[config.mk]
export PLATFORM = sky130hd
export DESIGN_NAME = pipelined_cla_addsub
export DESIGN_NICKNAME = d
export VERILOG_FILES = /design/src/rtl/pipelined_cla_addsub.sv
export SDC_FILE = /design/constraint.sdc
export NUM_CORES = 1
export LEC_CHECK = 0
export BUFFER_PORTS_ARGS = -buffer_cell sky130_fd_sc_hd__buf_4
export CAP_MARGIN = 20
export CORE_UTILIZATION = 59
export DETAILED_ROUTE_END_ITERATION = 10
export PLACE_DENSITY_LB_ADDON = 0.08
export SYNTH_ARGS = -nofsm -noshare
export SYNTH_HDL_FRONTEND = slang
export SYNTH_SLANG_ARGS = --single-unit
[constraint.sdc]
create_clock -name clk -period 10.33 [get_ports clk]
set_clock_uncertainty 0.1 [all_clocks]
set_input_delay 0.5165 -clock clk [delete_from_list [all_inputs] [get_ports clk]]
set_output_delay 0.5165 -clock clk [all_outputs]
set_load 0.01 [all_outputs]
[src/rtl/pipelined_cla_addsub.sv]
// pipelined_cla_addsub: parametrised carry-lookahead add/sub, carry chain split
// into STAGES register stages of SEG = WIDTH/STAGES bits, valid/ready handshake,
// carry/overflow/zero/negative flags.
// Optional build macro ADDSUB_SATURATE_EN: sat travels with the beat and clamps
// an overflowing result to the signed max/min.

// One segment: GROUP-bit lookahead groups, carries into every group are
// expanded as sums of products so no carry ripples from group to group.
module cla_segment #(
    parameter int SEG   = 16,
    parameter int GROUP = 4
) (
    input  logic [SEG-1:0] a_i,
    input  logic [SEG-1:0] b_i,
    input  logic           c_i,
    output logic [SEG-1:0] s_o,
    output logic           c_o
);
    localparam int NG = SEG / GROUP;

    logic [SEG-1:0] p, g, c;
    logic [NG-1:0]  gp, gg;
    logic [NG:0]    gc;
    logic           t;

    // group propagate/generate, lookahead group carries, in-group bit carries
    always_comb begin
        p  = a_i ^ b_i;
        g  = a_i & b_i;
        gp = '0;
        gg = '0;
        gc = '0;
        c  = '0;
        t  = 1'b0;
        for (int j = 0; j < NG; j++) begin
            gp[j] = 1'b1;
            for (int i = 0; i < GROUP; i++) begin
                gg[j] = g[j*GROUP+i] | (p[j*GROUP+i] & gg[j]);
                gp[j] = gp[j] & p[j*GROUP+i];
            end
        end
        for (int j = 0; j <= NG; j++) begin
            gc[j] = c_i;
            for (int n = 0; n < j; n++) gc[j] = gc[j] & gp[n];
            for (int m = 0; m < j; m++) begin
                t = gg[m];
                for (int n = m + 1; n < j; n++) t = t & gp[n];
                gc[j] = gc[j] | t;
            end
        end
        for (int j = 0; j < NG; j++) begin
            for (int i = 0; i < GROUP; i++) begin
                if (i == 0) c[j*GROUP] = gc[j];
                else        c[j*GROUP+i] = g[j*GROUP+i-1] | (p[j*GROUP+i-1] & c[j*GROUP+i-1]);
            end
        end
        s_o = p ^ c;
        c_o = gc[NG];
    end
endmodule

module pipelined_cla_addsub #(
    parameter int WIDTH  = 32,
    parameter int GROUP  = 4,
    parameter int STAGES = 2
) (
    input  logic             clk,
    input  logic             rst,
    input  logic             in_valid,
    output logic             in_ready,
    input  logic [WIDTH-1:0] x,
    input  logic [WIDTH-1:0] y,
    input  logic             sub,
    input  logic             sat,
    output logic             out_valid,
    input  logic             out_ready,
    output logic [WIDTH-1:0] sum,
    output logic             c_out,
    output logic             ovf,
    output logic             zero,
    output logic             neg
);
    localparam int SEG = WIDTH / ((STAGES < 1) ? 1 : STAGES);
    localparam int L   = STAGES - 1;

    if (STAGES < 1 || STAGES > 4 || (WIDTH % (GROUP * ((STAGES < 1) ? 1 : STAGES))) != 0) begin : g_bad_params
        $error("pipelined_cla_addsub: WIDTH must be a multiple of GROUP*STAGES, STAGES in 1..4");
    end

    // vld_pipe[0] is the incoming beat, vld_pipe[k] the valid of register k;
    // register STAGES is the output register
    logic [STAGES-1:0] vld_q;
    logic [STAGES:0]   vld_pipe;
    logic [STAGES:1]   adv;

    assign vld_pipe  = {vld_q, in_valid};
    assign in_ready  = adv[1];
    assign out_valid = vld_pipe[STAGES];

    // a register may load when it is empty or the register after it drains
    always_comb begin
        logic go;
        go = out_ready | ~vld_pipe[STAGES];
        adv = '0;
        adv[STAGES] = go;
        for (int k = STAGES - 1; k >= 1; k--) begin
            go = go | ~vld_pipe[k];
            adv[k] = go;
        end
    end

    // valid shift register; a bubble moves forward like any beat
    always_ff @(posedge clk or posedge rst) begin
        if (rst) vld_q <= '0;
        else begin
            for (int k = 1; k <= STAGES; k++)
                if (adv[k]) vld_q[k-1] <= vld_pipe[k-1];
        end
    end

    // y is inverted once at the input, so only the carry (not sub) has to
    // travel with the beat; each stage consumes the low SEG bits of what
    // remains of the operands and appends its segment sum to the result
    for (genvar k = 0; k < STAGES; k++) begin : g_st
        localparam int AW = WIDTH - SEG*k;
        logic [AW-1:0]        a, b;
        logic                 cin, co;
        logic [SEG-1:0]       s;
        logic [SEG*(k+1)-1:0] acc;
`ifdef ADDSUB_SATURATE_EN
        logic                 sat_b;
`endif
        if (k == 0) begin : g_in
            assign a   = x;
            assign b   = y ^ {WIDTH{sub}};
            assign cin = sub;
            assign acc = s;
`ifdef ADDSUB_SATURATE_EN
            assign sat_b = sat;
`endif
        end else begin : g_reg
            logic [AW-1:0]    a_q, b_q;
            logic [SEG*k-1:0] lo_q;
            logic             c_q;
`ifdef ADDSUB_SATURATE_EN
            logic             sat_q;
`endif
            // capture the previous segment's carry, partial sum and upper operands
            always_ff @(posedge clk or posedge rst) begin
                if (rst) begin
                    a_q   <= '0;
                    b_q   <= '0;
                    lo_q  <= '0;
                    c_q   <= 1'b0;
`ifdef ADDSUB_SATURATE_EN
                    sat_q <= 1'b0;
`endif
                end else if (adv[k] && vld_pipe[k-1]) begin
                    a_q   <= g_st[k-1].a[AW+SEG-1:SEG];
                    b_q   <= g_st[k-1].b[AW+SEG-1:SEG];
                    lo_q  <= g_st[k-1].acc;
                    c_q   <= g_st[k-1].co;
`ifdef ADDSUB_SATURATE_EN
                    sat_q <= g_st[k-1].sat_b;
`endif
                end
            end
            assign a   = a_q;
            assign b   = b_q;
            assign cin = c_q;
            assign acc = {s, lo_q};
`ifdef ADDSUB_SATURATE_EN
            assign sat_b = sat_q;
`endif
        end

        cla_segment #(.SEG(SEG), .GROUP(GROUP)) u_cla (
            .a_i (a[SEG-1:0]),
            .b_i (b[SEG-1:0]),
            .c_i (cin),
            .s_o (s),
            .c_o (co)
        );
    end

`ifndef ADDSUB_SATURATE_EN
    logic unused_sat;
    assign unused_sat = sat;
`endif

    logic [WIDTH-1:0] res_d;
    logic             ovf_d;

    // signed overflow from operand MSBs, optional clamp to signed max/min
    always_comb begin
        ovf_d = (g_st[L].a[SEG-1] == g_st[L].b[SEG-1]) && (g_st[L].acc[WIDTH-1] != g_st[L].a[SEG-1]);
        res_d = g_st[L].acc;
`ifdef ADDSUB_SATURATE_EN
        if (g_st[L].sat_b && ovf_d)
            res_d = g_st[L].a[SEG-1] ? {1'b1, {(WIDTH-1){1'b0}}} : {1'b0, {(WIDTH-1){1'b1}}};
`endif
    end

    logic [WIDTH-1:0] sum_q;
    logic             cout_q, ovf_q, zero_q, neg_q;

    // output register; holds while the downstream stalls
    always_ff @(posedge clk or posedge rst) begin
        if (rst) begin
            sum_q  <= '0;
            cout_q <= 1'b0;
            ovf_q  <= 1'b0;
            zero_q <= 1'b0;
            neg_q  <= 1'b0;
        end else if (adv[STAGES] && vld_pipe[STAGES-1]) begin
            sum_q  <= res_d;
            cout_q <= g_st[L].co;
            ovf_q  <= ovf_d;
            zero_q <= (res_d == '0);
            neg_q  <= res_d[WIDTH-1];
        end
    end

    assign sum   = sum_q;
    assign c_out = cout_q;
    assign ovf   = ovf_q;
    assign zero  = zero_q;
    assign neg   = neg_q;
endmodule

==> summary.md <==
| Metric | Value |
|---|---|
| Status | finished clean |
| DP Area | roughly 0.0057 sq mm |
| Worst slew pin tran | a little under 0.8 ns |
| CP Launch Type | register |
| Critical Path RT | approximately 10 ns |
| Nets@finish | 653 |
| Inserted Clock Buffers | 9 |
| Synth warn | 0 |
| Power density cells | 206 mW/mm^2 |
| Top FF cell, synth | dfrtp_1 |
| Reg power frac | 41.4% |
| Total Power | 0.00123 W |
| Most frequent cells in the layout | 109 x buf_4, 86 x dfrtp_1, 47 x nand2_1 |
| Gpl congestion | slightly above 0.8 |
| Clock net sink count | between 80 and 90 |
| Synthesized area per cell | 11.4 sq um |
| Post-synth EDFFs | 0 |
| First-pass GRT wire length | around 16 mm |
| Critical path's slowest cell | fa_1 |
| Ranking of synthesized cells by area | dfrtp_1 44%, mux2_2 10%, fa_1 9.5%, ha_1 8.3%, o21ai_0 4.4% |
| Worst Setup End Kind | register |
| Leakage | approximately 2.9 nW |
| Die area | 0.00858 sq mm |
| DRC viols | 0 |
| Synthesized flop and latch total | 86 |
| # diodes | 0 |
| GRT Residual Overflow | 0 |
| Total GRT Usage | a little under a quarter |
| Int Pwr | 0.000834 W |
| Worst path top cell family by delay | adder cells |
| Cell Area, Synth | between 0.004 and 0.005 sq mm |
| Cells resized by post-CTS repair | 0 |
| Largest net degree at the start of global routing | 87 |
| DR vias/cell | 5.41 |
| I/O Pins | between 100 and 150 |
| Crit path kind | register to register |
| Cell taking the most area after synthesis | dfrtp_1 |
| Rows | 32 |
| Routed WL | between 9 and 10 mm |
| Cell breakdown of the critical path | ha_1 -> a211o_1 -> a21oi_1 -> o211ai_1 -> a21o_1 -> fa_1 -> fa_1 -> fa_1 -> nor4_1 -> nand4_1 -> nor2_1 -> nand4_1 -> o21ai_0 |
| Final period util | between 30 and 40% |
| Input/output buffers | roughly 110 |
| Comb power frac | about 36% |
| Die W | about 93 um |
| Met2 wire len | a little over 5 mm |
| Max incr delay on CP | 0.49 ns |
| Worst reg2reg setup slack | 6.22 ns |
| Largest family of logic cells by synthesized area | adder cells |
| Core area | a little under 0.008 sq mm |
| Commonest non-fill, non-tap cell in the layout | buf_4 |
| Max VDD drop | roughly 0.00012 V |
| RSZ-0062 raised after global routing | false |
| Drt pass-1 iters | 6 |
| Routed vias | approximately 3400 |
| Max Cap Viol | 0 |
| Seq/Total Area, Yosys | around 44% |
| Cts hold-fix bufs | 0 |
| CP most frequent cell | fa_1 |
| Compound-Gate Fraction of Synth Area | under 10% |
| ANT nets after route | 0 |
| First DRT Iteration DRCs | between 100 and 150 |
| Area share of the largest cell type after synthesis | between 40 and 50% |
| Root Buffer | clkbuf_8 |
| Worst R2R End | zero |
| Switching Fraction | 32.2% |
| Max-slew violation count | 0 |
| Final Critical Period | 4.11 ns |
| Net Switching | slightly below 0.0004 W |
| Initial Util | about three fifths |
| Ys async rst share | 100% |
| Fillers | about 560 |
| H-Tree Depth | 3 |
| Crit-path max FO | 3 |
| Number of global-route vias before repair | ~3400 |
| Post-synthesis adder-cell area fraction | about 18% |
| Top Layer Used | met4 |
| Reg2Reg Depth | 13 |
| Half-perimeter wire length after placement | between 7 and 8 mm |
| Metal3 WL | ~370 um |
| Syn Nets | 550 |
| Fmax | 0.243 GHz |
| Skew-Pair Late Insertion Delay | about 0.34 ns |
| Worst path bufs/invs | 0 |
| CTS tree | yes |
| Clk buf depth | 2 |
| Setup tns final | 0 ns |
| Clock power frac | 22.5% |
| Post-CTS Repair Setup Buffers | 0 |
| Mapped Cells | 425 |
| Antenna violations before repair | 0 |
| Die Ht | about 93 um |
| Final Hold Fails | 0 |
| WL/cell | 15.4 um |
| Area share of and/or/nand/nor cells after synthesis | ~8% |
| RR Startpoint | g_st[1].a[3] |
| Syn-to-layout area delta | 23.2% |
| Finished layout cell area | approximately 0.006 sq mm |
| Xor/xnor share of the synthesized area | under 10% |
| CTS clk-pin slew, worst paths | ~0.08 ns |
| Setup Viol. Count Final | 0 |
| Worst hold path type | primary input to async pin |
| Share of cells above drive strength 1 | approximately 32% |
| Yosys cell types | 37 |
| Crit path DAT | 4.27 ns |
| Slew margin rel. | a little under half |
| Mux cell area share after synthesis | ~10% |
| Met1 wire length | 4.25 mm |
[layer usage]
layer,global-route usage (%),vias to the layer above
li1,-,1639
met1,32.0,1695
met2,41.2,84
met3,3.28,12
met4,7.05,0
met5,0,-
[cell type report]
type	count	area, sq um	area share [%]
Clock buffer	11	141	2.37
Clock inverter	4	95.1	1.59
Inverter	29	110	1.84
Multi-Input combinational cell	292	2500	41.8
Sequential cell	86	2150	36.1
Tap cell	102	128	2.14
Timing Repair Buffer	110	846	14.2
[tightest hold or removal path, delay by kind of cell]
kind	cells	cell delay [ns]
buf+inv	3	0.41
[sequential cells by signal, indices dropped and copies added (netlist names)]
signal,count
sum,32
g_st.a,16
g_st.b,16
g_st.g_reg.lo_q,16
vld_q,2
c_out,1
g_st.cin,1
ovf,1
zero,1
[through the flow]
stage               hold WS [ns]  worst slack (ns)  std cells  util (%)
floorplan                  0.354              6.75        425         -
global placement           0.367              6.32        618      72.7
detailed placement         0.379              6.24        618      72.7
CTS                        0.291              6.21        633      75.7
global route               0.107              6.02        634      76.1
finish                     0.103              6.22        634      76.1
[synth_stat cells (2+ instances only)]
cell,n
nand2b_1,3
inv_1,29
a21o_1,3
nor3_1,2
clkbuf_1,7
a21oi_1,13
o21ai_0,43
fa_1,23
xnor2_1,21
dfrtp_1,86
nand2_1,48
nor2_1,9
nor4_1,6
ha_1,32
xor2_1,21
mux2_2,43
nand4_1,6
o21a_1,3
buf_2,9
[power groups by stage]
stage	logic [W]	registers, W	clock network (W)
after CTS	0.000446	0.000509	0.000283
after global routing	0.000490	0.000520	0.000297
after global placement	0.000425	0.000510	0
after floorplan	0.000235	0.000522	0
final	0.000444	0.000509	0.000277
after detailed placement	0.000443	0.000514	0
[how the worst max path moves through the flow]
stage / endpoint / depth (start not counted) / start
finish: zero / 13 / g_st[1].a[3]
detailed placement: zero / 13 / g_st[1].a[3]
CTS: zero / 13 / g_st[1].a[3]
floorplan: g_st[1].g_reg.lo_q[11] / 13 / sub
global placement: zero / 13 / g_st[1].a[3]
global route: zero / 13 / g_st[1].a[3]
[cell families (layout without fill, tap and decap cells)]
| family | after synthesis | in the layout |
|---|---|---|
| multiplexers | 44 | 44 |
| flip-flops | 86 | 86 |
| AO/OA/AOI/OAI | 69 | 69 |
| adder cells (fa/ha/maj) | 55 | 55 |
| AND/OR/NAND/NOR | 82 | 82 |
| buffers and inverters | 47 | 154 |
| XOR/XNOR | 42 | 42 |
Power figures use the tool's default switching activity.
